$ cat config.mk
export PLATFORM = sky130hd
export DESIGN_NAME = npu_dispatch_scheduler
export DESIGN_NICKNAME = d
export VERILOG_FILES = /design/src/rtl/npu_dispatch_scheduler.sv
export SDC_FILE = /design/constraint.sdc
export NUM_CORES = 1
export LEC_CHECK = 0
export ABC_AREA = 1
export CORE_MARGIN = 4
export CORE_UTILIZATION = 45
export CTS_CLUSTER_DIAMETER = 200
export DETAILED_ROUTE_END_ITERATION = 8
export PLACE_DENSITY_LB_ADDON = 0.08
export SLEW_MARGIN = 20
export SYNTH_ARGS = -nofsm -noshare
export SYNTH_HDL_FRONTEND = slang
export SYNTH_SLANG_ARGS = --single-unit
$ cat constraint.sdc
create_clock -name clk -period 6 [get_ports clk]
set_input_delay 0.9 -clock clk [delete_from_list [all_inputs] [get_ports clk]]
set_output_delay 0.9 -clock clk [all_outputs]
set_load 0.01 [all_outputs]
$ cat src/rtl/npu_dispatch_scheduler.sv
// In-order dispatch scheduler: buffers decoded NPU instructions and issues them
// to compute/memory/vector/elementwise units with busy and RAW/WAW interlocks.
`timescale 1ns/1ps

package npu_dispatch_pkg;
  typedef enum logic [4:0] {
    OP_NOP    = 5'd0,
    OP_CONV   = 5'd1,
    OP_MATMUL = 5'd2,
    OP_LOAD   = 5'd3,
    OP_STORE  = 5'd4,
    OP_RELU   = 5'd5,
    OP_POOL   = 5'd6,
    OP_ADD    = 5'd7,
    OP_MUL    = 5'd8,
    OP_SYNC   = 5'd9
  } opcode_t;
endpackage

module npu_dispatch_scheduler
  import npu_dispatch_pkg::*;
#(
  parameter int FIFO_DEPTH = 8,
  parameter int IMM_W      = 32
) (
  input  logic                            clk,
  input  logic                            rst,
  input  logic                            dec_valid,
  input  logic                            dec_error,
  input  opcode_t                         dec_opcode,
  input  logic                            dec_is_compute,
  input  logic                            dec_is_memory,
  input  logic                            dec_is_activation,
  input  logic                            dec_is_pooling,
  input  logic                            dec_is_elementwise,
  input  logic                            dec_is_sync,
  input  logic [7:0]                      dec_dst,
  input  logic [7:0]                      dec_src0,
  input  logic [7:0]                      dec_src1,
  input  logic [IMM_W-1:0]                dec_imm,
  output logic [3:0]                      iss_valid,
  input  logic [3:0]                      iss_ready,
  output opcode_t                         iss_opcode,
  output logic [7:0]                      iss_dst,
  output logic [7:0]                      iss_src0,
  output logic [7:0]                      iss_src1,
  output logic [IMM_W-1:0]                iss_imm,
  input  logic [3:0]                      unit_done,
  output logic [3:0]                      unit_busy,
  output logic [$clog2(FIFO_DEPTH):0]     fifo_count,
  output logic                            fifo_full,
  output logic                            overflow,
  output logic                            err_drop,
  output logic                            sync_done,
  output logic                            idle
);

  localparam int PTR_W = $clog2(FIFO_DEPTH);
  localparam int CNT_W = PTR_W + 1;

  typedef struct packed {
    opcode_t          opcode;
    logic             is_compute;
    logic             is_memory;
    logic             is_vector;
    logic             is_elementwise;
    logic             is_sync;
    logic [7:0]       dst;
    logic [7:0]       src0;
    logic [7:0]       src1;
    logic [IMM_W-1:0] imm;
  } entry_t;

  typedef enum logic [1:0] {S_IDLE, S_DECIDE, S_ISSUE, S_SYNC} state_t;

  entry_t            mem_q [FIFO_DEPTH];
  logic [PTR_W-1:0]  wr_ptr_q, rd_ptr_q;
  logic [CNT_W-1:0]  count_q;
  logic              overflow_q, err_drop_q, sync_done_q;
  state_t            state_q;
  logic [3:0]        iss_valid_q;
  opcode_t           iss_opcode_q;
  logic [7:0]        iss_dst_q, iss_src0_q, iss_src1_q;
  logic [IMM_W-1:0]  iss_imm_q;
  logic [3:0]        busy_q, busy_d;
  logic [7:0]        dst_q [4];

  entry_t            wr_entry_s, head_s;
  logic              full_s, empty_s, push_s, pop_s, issue_s, accept_s, hazard_s, decide_s;
  logic [3:0]        tgt_s;

  assign wr_entry_s = '{opcode: dec_opcode, is_compute: dec_is_compute, is_memory: dec_is_memory,
                        is_vector: dec_is_activation | dec_is_pooling,
                        is_elementwise: dec_is_elementwise, is_sync: dec_is_sync,
                        dst: dec_dst, src0: dec_src0, src1: dec_src1, imm: dec_imm};

  assign head_s   = mem_q[rd_ptr_q];
  assign full_s   = (count_q == CNT_W'(FIFO_DEPTH));
  assign empty_s  = (count_q == '0);
  // Fullness is sampled before any same-cycle pop, so a write on a full FIFO is lost.
  assign push_s   = dec_valid && !dec_error && !full_s;
  assign decide_s = ((state_q == S_IDLE) || (state_q == S_DECIDE)) && !empty_s;
  assign accept_s = (state_q == S_ISSUE) && ((iss_valid_q & iss_ready) != 4'b0000);

  always_comb begin
    tgt_s = 4'b0000;
    if (head_s.is_compute)          tgt_s = 4'b0001;
    else if (head_s.is_memory)      tgt_s = 4'b0010;
    else if (head_s.is_vector)      tgt_s = 4'b0100;
    else if (head_s.is_elementwise) tgt_s = 4'b1000;
    else                            tgt_s = 4'b0000;
  end

  always_comb begin
    hazard_s = 1'b0;
    for (int u = 0; u < 4; u++) begin
      hazard_s = hazard_s | (busy_q[u] && ((dst_q[u] == head_s.src0) ||
                                          (dst_q[u] == head_s.src1) ||
                                          (dst_q[u] == head_s.dst)));
    end
  end

  always_comb begin
    pop_s   = 1'b0;
    issue_s = 1'b0;
    if (decide_s) begin
      if (head_s.is_sync || (tgt_s == 4'b0000)) begin
        pop_s = 1'b1;
      end else if (((tgt_s & busy_q) == 4'b0000) && !hazard_s) begin
        pop_s   = 1'b1;
        issue_s = 1'b1;
      end else begin
        pop_s = 1'b0;
      end
    end else begin
      pop_s = 1'b0;
    end
  end

  always_ff @(posedge clk) begin
    if (push_s) mem_q[wr_ptr_q] <= wr_entry_s;
  end

  always_ff @(posedge clk or posedge rst) begin
    if (rst) begin
      wr_ptr_q   <= '0;
      rd_ptr_q   <= '0;
      count_q    <= '0;
      overflow_q <= 1'b0;
      err_drop_q <= 1'b0;
    end else begin
      if (push_s) wr_ptr_q <= wr_ptr_q + 1'b1;
      if (pop_s)  rd_ptr_q <= rd_ptr_q + 1'b1;
      case ({push_s, pop_s})
        2'b10:   count_q <= count_q + 1'b1;
        2'b01:   count_q <= count_q - 1'b1;
        default: count_q <= count_q;
      endcase
      if (dec_valid && dec_error)            err_drop_q <= 1'b1;
      if (dec_valid && !dec_error && full_s) overflow_q <= 1'b1;
    end
  end

  // A unit accepted this cycle becomes busy even if a stray done pulse arrives with it.
  always_comb begin
    busy_d = busy_q & ~unit_done;
    if (accept_s) busy_d = busy_d | iss_valid_q;
    else          busy_d = busy_d;
  end

  always_ff @(posedge clk or posedge rst) begin
    if (rst) begin
      busy_q <= '0;
      for (int u = 0; u < 4; u++) dst_q[u] <= '0;
    end else begin
      busy_q <= busy_d;
      for (int u = 0; u < 4; u++) begin
        if (accept_s && iss_valid_q[u]) dst_q[u] <= iss_dst_q;
      end
    end
  end

  always_ff @(posedge clk or posedge rst) begin
    if (rst) begin
      state_q      <= S_IDLE;
      iss_valid_q  <= '0;
      iss_opcode_q <= OP_NOP;
      iss_dst_q    <= '0;
      iss_src0_q   <= '0;
      iss_src1_q   <= '0;
      iss_imm_q    <= '0;
      sync_done_q  <= 1'b0;
    end else begin
      sync_done_q <= 1'b0;
      case (state_q)
        S_IDLE, S_DECIDE: begin
          if (empty_s) begin
            state_q <= S_IDLE;
          end else if (head_s.is_sync) begin
            state_q <= S_SYNC;
          end else if (issue_s) begin
            state_q      <= S_ISSUE;
            iss_valid_q  <= tgt_s;
            iss_opcode_q <= head_s.opcode;
            iss_dst_q    <= head_s.dst;
            iss_src0_q   <= head_s.src0;
            iss_src1_q   <= head_s.src1;
            iss_imm_q    <= head_s.imm;
          end else begin
            state_q <= S_DECIDE;
          end
        end
        S_ISSUE: begin
          if (accept_s) begin
            iss_valid_q <= '0;
            state_q     <= empty_s ? S_IDLE : S_DECIDE;
          end
        end
        // Retire as soon as the last outstanding done pulse is seen.
        S_SYNC: begin
          if (busy_d == 4'b0000) begin
            sync_done_q <= 1'b1;
            state_q     <= empty_s ? S_IDLE : S_DECIDE;
          end
        end
        default: state_q <= S_IDLE;
      endcase
    end
  end

  assign iss_valid  = iss_valid_q;
  assign iss_opcode = iss_opcode_q;
  assign iss_dst    = iss_dst_q;
  assign iss_src0   = iss_src0_q;
  assign iss_src1   = iss_src1_q;
  assign iss_imm    = iss_imm_q;
  assign unit_busy  = busy_q;
  assign fifo_count = count_q;
  assign fifo_full  = full_s;
  assign overflow   = overflow_q;
  assign err_drop   = err_drop_q;
  assign sync_done  = sync_done_q;
  assign idle       = empty_s && (busy_q == 4'b0000) && (iss_valid_q == 4'b0000) && (state_q != S_SYNC);

endmodule

# Word-level counts from Yosys, hierarchy flattened
# Memory sizes are Yosys's and may differ from the RTL's.
# Index checks and enable logic that the tools add are counted.
[op_classes]
eq_ne = 24
muxes = 27
mul = 0
bitwise = 11
reduce_logical = 46
n_shift = 0
n_div = 0
add_sub_neg = 4
n_lt_le_gt_ge = 0
[ops]
columns = ["op", "count"]
rows = [
  ["== test 8 bit", 12],
  ["2-to-1 mux 4 bit", 9],
  ["logical NOT 4 bit", 6],
  ["logical AND 1 bit", 18],
  ["one-hot mux 4 bit (2 select lines)", 2],
  ["bitwise AND 4 bit", 3],
  ["inequality test 2 bit, second input constant", 6],
  ["logical OR 1 bit", 10],
  ["2-to-1 mux 1 bit", 10],
  ["2-to-1 mux 2 bit", 5],
  ["adder 3 x 1 -> 3 bit, second input constant", 2],
  ["== test 2 bit, second input constant", 3],
  ["one-hot mux 2 bit (3 select lines)", 1],
  ["AND reduction 5 bit", 1],
  ["adder 4 x 1 -> 4 bit, second input constant", 1],
  ["== test 2 x 1 -> 1 bit, second input constant", 2],
  ["== test 4 bit, second input constant", 1],
  ["logical NOT 1 bit", 4],
  ["inverter 4 bit", 1],
  ["bitwise OR 1 bit", 4],
  ["bitwise OR 4 bit", 1],
  ["AND reduction 4 bit", 1],
  ["nonzero test 2 bit", 2],
  ["nonzero test 4 bit", 1],
  ["other kinds (5)", 6],
]
[word_totals]
ram_bits = 528
output_inout_bits = 78
latch_bits = 0
in_bits = 79
n_memories = 1
wordCells = 131
romBits = 0
ff_bits = 116
[mem_list]
columns = ["memory", "depth", "word_bits", "read_ports", "rd_ports_with_merged_regs", "write_ports", "line_no", "rtl"]
rows = [
  ["mem_q", 8, 66, 1, 0, 1, "76", "entry_t mem_q [FIFO_DEPTH];"],
]

# Depth between registers and ports, before layout
# An unclocked memory read counts as a cell.
[depth]
word_depth = 17
ltp_mapped = 30

# Least setup slack after synthesis
# No wires, ideal clock.
[synth_timing]
path_kind = "input to register"
from = "in dec_error"
to = "mem mem_q[0][0] in the netlist's numbering, enable pin"
t_arrival_ps = 4375
path_slack_ps = 1135
required_ps = 5510
stages = 6
n_path_buf = 0
setup_time_ps = 490
path_cell_list = "inv_1 nand2_1 nor2_1 inv_1 or2_2 nor2_1"
[synth_via]
elab_chain_len = 5
[synth_lines]
columns = ["item", "line_no", "rtl"]
rows = [
  ["start, declared", "29", "input logic dec_error,"],
  ["logical NOT 1 bit", "101", "assign push_s = dec_valid && !dec_error && !full_s;"],
  ["logical AND 1 bit (2 in series)", "101", ""],
  ["2-to-1 mux 1 bit", "141", "if (push_s) mem_q[wr_ptr_q] <= wr_entry_s;"],
  ["2-to-1 mux 1 bit (implied by the code)", "141", ""],
  ["end, declared", "76", ""],
]
# Every way passes these cells.

# Worst setup path after layout
[layout_timing]
from = "reg rd_ptr_q[0]"
to = "reg count_q[3] (netlist: fifo_count[3])"
[layout_via]
elab_chain_len = 15
word_cells_on_any_way = 45
classes_between = "eq/ne (14); mux (8); bitwise (4); reduce/logical (18); memory (1)"
[layout_lines]
columns = ["item", "line_no", "rtl"]
rows = [
  ["start, declared", "77", "logic [PTR_W-1:0] wr_ptr_q, rd_ptr_q;"],
  ["start signal, assigned", "153", "if (pop_s) rd_ptr_q <= rd_ptr_q + 1'b1;"],
  ["memory read (8 x 66 bit) *", "-", ""],
  ["== test 8 bit, on equally long branches", "117, 118", ""],
  ["logical OR 1 bit", "117", "hazard_s = hazard_s | (busy_q[u] && ((dst_q[u] == head_s.src0) ||"],
  ["logical OR 1 bit", "118", "(dst_q[u] == head_s.src1) ||"],
  ["logical AND 1 bit", "117", ""],
  ["bitwise OR 1 bit (3 in series)", "117", ""],
  ["logical NOT 1 bit", "129", "end else if (((tgt_s & busy_q) == 4'b0000) && !hazard_s) begin"],
  ["logical AND 1 bit", "129", ""],
  ["2-to-1 mux 1 bit", "129", ""],
  ["2-to-1 mux 1 bit *", "127", "if (head_s.is_sync || (tgt_s == 4'b0000)) begin"],
  ["2-to-1 mux 1 bit *", "126", "if (decide_s) begin"],
  ["named net pop_s", "89", "logic full_s, empty_s, push_s, pop_s, issue_s, accept_s, hazard_s, decide_s;"],
  ["== test 2 x 1 -> 1 bit or == test 2 bit (tied branches)", "154", "case ({push_s, pop_s})"],
  ["one-hot mux 4 bit (2 select lines) or nonzero test 2 bit (tied branches)", "-", ""],
  ["end signal, assigned", "155", "2'b10: count_q <= count_q + 1'b1;"],
  ["end signal, assigned", "156", "2'b01: count_q <= count_q - 1'b1;"],
  ["end signal, assigned", "157", "default: count_q <= count_q;"],
  ["end, declared", "78", "logic [CNT_W-1:0] count_q;"],
]
# Mark *: on every way through the listed nets, which the timed path passes. The rest lies on a longest branch.
# A chain may end at the register's enable or synchronous reset.

==> results.tsv <==
stage	metric	value	unit
finish	area_delta_synth_final	17.6	%
sta	finalHoldViolations	0	
clock_tree	cts_tree	yes	
min_path	hp-class	register to register	
worst_setup_path	crit_start	rd_ptr_q[0]$_DFFE_PP0P_	
pwr	p_seq_share	51.3	%
worst_setup_path	required	6490	ps
drt	wirelength	73800	um
global_routing	grt_pass1_wl	113000	um
clock_tree	post_cts_buffers	0	
sta	final.setup.tns	0	ps
worst_setup_path	regToRegSetupSlack	1330	ps
min_path	holdPathStages	1	
placed_design	gp_congestion	0.914	
sta	drv_slew	0	
worst_setup_path	r2r_end	fifo_count[3]$_DFFE_PP0P_	
worst_setup_path	critPathBufInv	3	
placed_design	post-dp-hpwl	43000	um
sta	setup_ws	1330	ps
floorplan	start_util	45.5	%
yosys	synthAdderAreaFrac	0.307	%
pwr	p_per_area	321	nW/um^2
yosys	syn_area	26900	um^2
finish	final_net_count	2688	
placed_design	numPortBuffers	156	
pwr	power_leakage	12.1	nW
worst_setup_path	cp.arrival	5160	ps
floorplan	core_area	59000	um^2
yosys	avgSynthCellArea	10.9	um^2
drt	wire_per_inst	21.5	um
clock_tree	clock_sink_count	644	
pwr	cellInternalPower	0.00782	W
placed_design	placed_cell_area	29300	um^2
sta	post-route-min-period	4670	ps
floorplan	num_rows	89	
yosys	synthSimpleGateAreaFrac	16.8	%
global_routing	antenna_found_initial	3	
run	max-cap-violations	0	
clock_tree	clk_latency	630	ps
yosys	synth-compound-area-share	8.33	%
yosys	synth_cell_types	37	
worst_setup_path	crit_top_cell	nand2_1	
pwr	irDropWorstVdd	268	uV
pwr	clkPwrFrac	41.9	%
clock_tree	cts_max_level	3	
pwr	switching_power	0.00233	W
pwr	switching_share	23.0	%
yosys	syn_nets	2547	
worst_setup_path	crit_end	fifo_count[3]$_DFFE_PP0P_	
placed_design	place_ws	1350	ps
global_routing	grt_max_degree	220	
drt	vias	18479	
global_routing	gr-total-overflow	0	
floorplan	fp.dieW	252	um
worst_setup_path	start_kind	register	
drt	via_per_inst	5.38	
pwr	combPwrFrac	6.9	%
outcome	status	completed	
worst_setup_path	setup.worst_path.end_class	register	
clock_tree	numCtsBuffers	70	
worst_setup_path	cpPeakStageDelay	560	ps
sta	setup_violations	0	
yosys	synth_seq_cells	644	
yosys	synth_top_family_by_area	simple AND/OR/NAND/NOR gates	
worst_setup_path	cp_top_family	simple AND/OR/NAND/NOR gates	
clock_tree	cts.repair.resized	0	
global_routing	first_global_vias	18301	
yosys	yosysWarnings	0	
sta	fmax	214	MHz
clock_tree	cts_root_buf	clkbuf_16	
yosys	synthMuxAreaShare	0.0373	%
yosys	synthCells	2462	
sta	grt_setup_unrepaired	false	
finish	drive_gt1_share	5.41	%
clock_tree	clockBufferDepth	3	
drt	first_pass_iters	7	
yosys	synth_xor_area_share	0.196	%
sta	worst_pin_slew	1130	ps
pwr	finalPower	0.0102	W
finish	fillers	5168	
drt	ant_nets	0	
floorplan	fp.dieArea	63700	um^2
floorplan	pin_count	157	
worst_setup_path	cpMaxStageDelayCell	buf_12	
sta	min_period_over_period	77.9	%
global_routing	grt_use_total	23.2	%
drt	drt_iter0_drc	1427	
finish	design_area	31600	um^2
drt	drc_errors	0	
worst_setup_path	critPathKind	register to register	
clock_tree	hold_buffers	0	
worst_setup_path	worst-path-stages	27	
clock_tree	path_clk_slew	60	ps
finish	final_core_util	53.5	%
sta	fin_skew	25.8	ps
worst_setup_path	crit_path_max_fanout	219	
worst_setup_path	reg2regPathDepth	27	
worst_setup_path	r2r_start	rd_ptr_q[0]$_DFFE_PP0P_	
yosys	synth-seq-area-share	69.8	%
sta	slew_headroom	24.6	%
floorplan	die_h	252	um
through the flow:
step / hold WS [ps] / instances
2_1_floorplan: 492 / 2462
3_3_place_gp: 441 / 3303
3_5_place_dp: 447 / 3304
4_1_cts: 462 / 3433
5_1_grt: 489 / 3433
6_report: 460 / 3435
state kept, by name (all words and copies together) (netlist names):
signal	flops
rd_ptr_q	3
overflow	1
err_drop	1
unit_busy	4
iss_src0	8
sync_done	1
iss_opcode	5
mem_q	528
fifo_count	4
dst_q	32
state_q	2
iss_imm	32
iss_dst	8
wr_ptr_q	3
iss_src1	8
iss_valid	4
area by class of cell:
cell class	count	area, um^2	share of cell area [%]
flip-flops and latches	644	18800	59.4
diodes	2	5.00	0.0158
clock inverters	31	348	1.10
inverters	173	659	2.09
clock buffers	98	1950	6.17
well taps	773	967	3.06
repair buffers	186	1940	6.15
multi-input cells	1528	6950	22.0
Yosys cell counts, drive strengths merged:
| master | instances | share of area (%) |
|---|---|---|
| mux2i | 1 | 0.037 |
| ha | 5 | 0.23 |
| o221ai | 37 | 1.2 |
| nand3 | 223 | 4.2 |
| nor3 | 2 | 0.037 |
| or4 | 1 | 0.028 |
| nand2 | 622 | 8.7 |
| a31oi | 1 | 0.023 |
| and3 | 1 | 0.023 |
| nor2 | 249 | 3.5 |
| or2 | 2 | 0.047 |
| nor4 | 1 | 0.023 |
| o22ai | 45 | 1.0 |
| nand4 | 10 | 0.26 |
| edfxtp | 528 | 59 |
| dfrtp | 116 | 11 |
| clkbuf | 74 | 1.0 |
| o21ai | 316 | 5.9 |
| buf | 43 | 1.1 |
| fa | 1 | 0.075 |
| xor2 | 4 | 0.13 |
| o21bai | 1 | 0.028 |
| a31o | 1 | 0.033 |
| a21o | 1 | 0.028 |
| inv | 173 | 2.4 |
| xnor2 | 2 | 0.065 |
| a21oi | 1 | 0.019 |
| a211oi | 1 | 0.028 |
placed cells by master, fill, tap and decap left out, drive strengths merged, types with 4 or more instances in the layout:
cell type and instances:
buf 30, bufinv 4, clkbuf 98, clkdlybuf4s50 156, clkinv 28, dfrtp 116, edfxtp 528, ha 5
inv 172, nand2 622, nand3 223, nand4 10, nor2 249, o21ai 316, o221ai 37, o22ai 45
xor2 4
power by group through the flow:
stage | Sequential [W] | Clock, W | Combinational (W)
5_1_grt | 0.00522 | 0.00453 | 0.000774
2_1_floorplan | 0.00531 | 0 | 0.000324
3_3_place_gp | 0.00529 | 0 | 0.000702
3_5_place_dp | 0.00530 | 0 | 0.000714
4_1_cts | 0.00521 | 0.00435 | 0.000715
6_report | 0.00520 | 0.00425 | 0.000698
worst min path at each step:
stage	from	endpoint	slack, ps
2_1_floorplan	wr_ptr_q[0]$_DFFE_PP0P_	wr_ptr_q[0]$_DFFE_PP0P_	490
3_3_place_gp	err_drop$_DFFE_PP0P_	err_drop$_DFFE_PP0P_	440
3_5_place_dp	err_drop$_DFFE_PP0P_	err_drop$_DFFE_PP0P_	450
4_1_cts	err_drop$_DFFE_PP0P_	err_drop$_DFFE_PP0P_	460
5_1_grt	err_drop$_DFFE_PP0P_	err_drop$_DFFE_PP0P_	490
6_report	err_drop$_DFFE_PP0P_	err_drop$_DFFE_PP0P_	460
metal layers:
layer	up-vias	wire [um]	global-route usage (%)
met4	2	1690	6.12
met2	481	35800	38.7
met3	106	3500	3.75
met5	-	8	0
met1	9086	32700	31.9
li1	8804	-	-
cell families (layout without fill, tap and decap cells):
logic type,Yosys count,in the layout
AOI/OAI and AO/OA,404,404
xor gates and xnor gates,6,6
adders and majority gates,6,6
buffers and inverters,290,488
DFF,644,644
muxes,1,1
other,0,2
and+or+nand+nor,1111,1111
Power figures use the tool's default switching activity.
==> patch 1: new RTL, config.mk and constraints unchanged <==
Re-encode `state_t` (4 states) as one-hot, 4 bits wide.
--- a/src/rtl/npu_dispatch_scheduler.sv
+++ b/src/rtl/npu_dispatch_scheduler.sv
@@ -72,5 +72,5 @@
   } entry_t;
 
-  typedef enum logic [1:0] {S_IDLE, S_DECIDE, S_ISSUE, S_SYNC} state_t;
+  typedef enum logic [3:0] {S_IDLE = 4'b0001, S_DECIDE = 4'b0010, S_ISSUE = 4'b0100, S_SYNC = 4'b1000} state_t;
 
   entry_t            mem_q [FIFO_DEPTH];
Function: no difference found for any inputs over 4 cycles, from zero or initial values and one cycle with rst high; so few cycles prove little.
==> patch 1 against the unedited design <==
Routed wire length grew 1.1%. Worst setup slack lost 0.079 ns. Sequential cell count grew 2. Die area grew 2.0%. Critical path depth is the same. Area after synthesis grew 2.1%. Design area grew 1.5%. Clock skew shrank 0.0013 ns. Count of clock-buffer cells in the layout grew 2. Critical endpoint unchanged. Highest routed layer unchanged.
Power is not compared: it rests on default switching activity, and its combinational part moved more than twofold at a synthesized area within 25%.
==> patch 1: results (changes against the unedited design) <==
| Metric | Value |
|---|---|
| Outcome | `finished clean` |
| Comb_multi_in | `1599 (+4.6%)` |
| Number of non-clock buffers | `189 (+1.6%)` |
| Reg2Reg Setup Slack | `1.25 ns (-0.08 ns)` |
| Seq/Total Area, Yosys | `0.686 (-0.0123)` |
| Adder-cell share of the synthesized area | `0.00301 (-0.0000624)` |
| Crit path largest cell delay | `0.65 ns (+0.09 ns)` |
| Signal inverters | `213 (+23%)` |
| Synthesized net count | `2661 (+4.5%)` |
| DRT Wirelength | `74500 µm (+1.1%)` |
| Worst Path Max Fanout | `60 (-73%)` |
| CP max-delay cell | `dfrtp_4` |
| Pre-antenna DRT Iters | `5 (-2)` |
| Cell variety after synth | `42 (+14%)` |
| Signal buf overhead | `0.0603 (-0.00121)` |
| Vias in the first global route | `18800 (+2.5%)` |
| Row count | `90 (+1.1%)` |
| Tot GR Track Use | `0.229 (-0.00234)` |
| Nets | `2807 (+4.4%)` |
| Clk cell area share | `0.0704 (-0.00235)` |
| CTS Buffer Depth | `3 (unchanged)` |
| Worst Skew | `0.0245 ns (-0.00130 ns)` |
| Initial drt markers | `1334 (-6.5%)` |
| Post-DP Area | `29800 µm² (+1.7%)` |
| Initial antenna violation count | `6 (+3)` |
| Ys async rst share | `0.183 (+0.00254)` |
| Multi-input logic area | `7260 µm² (+4.4%)` |
| Post-synthesis register bit count | `646 (+0.31%)` |
| Slew headroom | `0.203 (-0.0434)` |
| Largest net degree at the start of global routing | `182 (-17%)` |
| Dominant cells by area after synthesis | `edfxtp_1 58%, nand2_1 12%, dfrtp_1 11%` |
| Final core occ | `0.531 (-0.00410)` |
| Layout cells sized above 1 | `0.0615 (+0.00738)` |
| Post-Synth XOR/XNOR Area | `0.00415 (+0.00220)` |
| First-pass GRT wire length | `114000 µm (+0.58%)` |
## patch 1: through the flow
stage | hold WS, ns | std cells | setup slack, ns
6_report | 0.469 | 3564 | 1.25
5_1_grt | 0.487 | 3562 | 0.840
4_1_cts | 0.473 | 3562 | 1.23
3_5_place_dp | 0.462 | 3429 | 1.23
3_3_place_gp | 0.438 | 3429 | 1.18
2_1_floorplan | 0.432 | 2576 | 1.13
## patch 1: layer usage
metal	GRT usage	share of wire	up-vias
li1	-	-	9047
met1	0.311	0.44	9278
met2	0.386	0.49	426
met3	0.0380	0.044	120
met4	0.0666	0.027	2
met5	0	0.00017	-
## patch 1: power by group through the flow
stage                     clock, mW  combinational [mW]  sequential (mW)
final                          4.21                6.31             5.94
after global routing           4.49                7.07             6.00
after CTS                      4.31                6.39             5.94
after detailed placement          0                6.37             6.02
after global placement            0                6.34             6.02
after floorplan                   0                4.11             5.99
==> patch 2: new RTL, same flow settings <==
Without the edit above. `IMM_W`: 32 -> 64.
--- a/src/rtl/npu_dispatch_scheduler.sv
+++ b/src/rtl/npu_dispatch_scheduler.sv
@@ -22,5 +22,5 @@
 #(
   parameter int FIFO_DEPTH = 8,
-  parameter int IMM_W      = 32
+  parameter int IMM_W      = 64
 ) (
   input  logic                            clk,
Interface: changed (resized dec_imm and iss_imm); port bits go from 157 to 221. No check against the original RTL was run, so the function may have changed too.
==> patch 2 against the unedited design <==
Critical path depth down 3. Power increased by 46%. Routed wire length grew 38%. Combinational power is 33% higher. Design area rose by 43%. Sequential cell count rose by 288. Core utilization up 0.22 points. Area after synthesis increased by 42%. Clock skew decreased by 0.0041 ns. Worst setup slack worse by 0.23 ns. Critical endpoint unchanged. Highest routed layer unchanged.
==> patch 2: results (changes against the unedited design) <==
| Metric | Value |
|---|---|
| Die Wd | `299 µm (+18%)` |
| Worst R2R Path Depth | `24 (-11%)` |
| Largest net degree at the start of global routing | `178 (-19%)` |
| Pre-antenna DRT Iters | `5 (-2)` |
| Outcome | `finished clean` |
| Initial drt markers | `2120 (+49%)` |
| EDFF count, synth | `784 (+48%)` |
| Synthesized net count | `3509 (+38%)` |
| Inserted Clock Buffers | `99 (+41%)` |
| Initial antenna violation count | `12 (+9)` |
| DR WL met3 | `5560 µm (+59%)` |
| DP Cell Count | `4612 (+40%)` |
| Vias in the first global route | `25500 (+40%)` |
| Cell Count, Final, Fillers Out | `4801 (+40%)` |
| Fill count | `7273 (+41%)` |
| Seq/Total Area, Yosys | `0.715 (+0.0168)` |
| Cell Int Power | `11.6 mW (+48%)` |
| Met2 Track Usage GR | `0.367 (-0.0204)` |
| Cell variety after synth | `34 (-8.1%)` |
| Peak VDD IR | `0.203 mV (-24%)` |
| DR WL met2 | `48400 µm (+35%)` |
| Max reg flops | `784 (+48%)` |
| First-pass GRT wire length | `155000 µm (+37%)` |
| Crit path largest cell delay | `0.78 ns (+0.22 ns)` |
| Clk_lat worst skew | `0.65 ns (+0.02 ns)` |
| Number of port buffers | `220 (+41%)` |
| Commonest cells post-synth | `1084 x nand2_1, 784 x edfxtp_1, 272 x o21ai_0, 244 x nor2_1, 210 x nand3_1` |
| Largest delay share family, worst path | `buffers and inverters` |
| Ys async rst share | `0.159 (-0.0213)` |
| Hold path startpoint | `err_drop$_DFFE_PP0P_` |
| Worst Path Max Fanout | `177 (-19%)` |
| Reg2Reg Setup Slack | `1.10 ns (-0.23 ns)` |
| Syn Area/Cell | `11.2 µm² (+2.9%)` |
| Critical Path AT | `5.42 ns (+0.26 ns)` |
| Reg area | `27300 µm² (+45%)` |
| Nets | `3696 (+38%)` |
| Via density | `5.36 (-0.27%)` |
| CTS H-tree depth | `3 (unchanged)` |
| CP max-delay cell | `buf_4` |
| HPWL after DPL | `56800 µm (+32%)` |
| WL met1 | `44800 µm (+37%)` |
| M3 GR Usage | `0.0376 (+0.000103)` |
| Layout cells sized above 1 | `0.0606 (+0.00647)` |
| Avg WL per Cell | `21.2 µm (-1.4%)` |
| GP Congestion | `0.874 (-4.4%)` |
-- patch 2: changes by cell type in the layout (fill, tap and decap cells not counted), moves of 34 or more --
cell	before	now
a21oi_1	1	71
a32o_1	0	69
clkdlybuf4s50_1	156	220
edfxtp_1	528	784
nand2_1	622	1084
o21ai_1	63	22
o221ai_1	37	0
o22ai_1	45	79
-- patch 2: stage by stage --
stage,cell area (µm²),TNS [ns],hold slack [ns],setup WS (ns),util
finish,45000,0,0.458,1.10,0.537
floorplan,38100,-98.68,0.492,-0.252,-
global placement,41600,0,0.441,1.12,0.496
CTS,45000,0,0.462,1.12,0.537
global route,45000,0,0.495,0.653,0.537
detailed placement,41600,0,0.448,1.15,0.496
-- patch 2: logic make-up (layout without fill, tap and decap cells) --
family / count (synthesis) / in the layout / synth area share
adder cells (fa/ha/maj): 6 / 6 / 0.00217
other: 0 / 4 / 0
buffers and inverters: 373 / 644 / 0.0396
AND/OR/NAND/NOR: 1555 / 1555 / 0.161
XOR/XNOR: 6 / 6 / 0.00138
AO/OA/AOI/OAI: 520 / 520 / 0.0804
flip-flops: 932 / 932 / 0.715
-- patch 2: power groups by stage --
stage	logic (mW)	registers [mW]	clock network, mW
finish	0.927	7.54	6.38
global placement	0.925	7.66	0
CTS	0.947	7.54	6.54
floorplan	0.436	7.72	0
detailed placement	0.943	7.68	0
global route	1.03	7.57	6.83
-- patch 2: area by class of cell --
| cell class | instances | share of cell area |
|---|---|---|
| well taps | 1134 | 0.0315 |
| inverters | 199 | 0.0171 |
| repair buffers | 260 | 0.0600 |
| flip-flops and latches | 932 | 0.605 |
| diodes | 4 | 0.000222 |
| clock buffers | 131 | 0.0620 |
| multi-input cells | 2087 | 0.209 |
| clock inverters | 54 | 0.0151 |
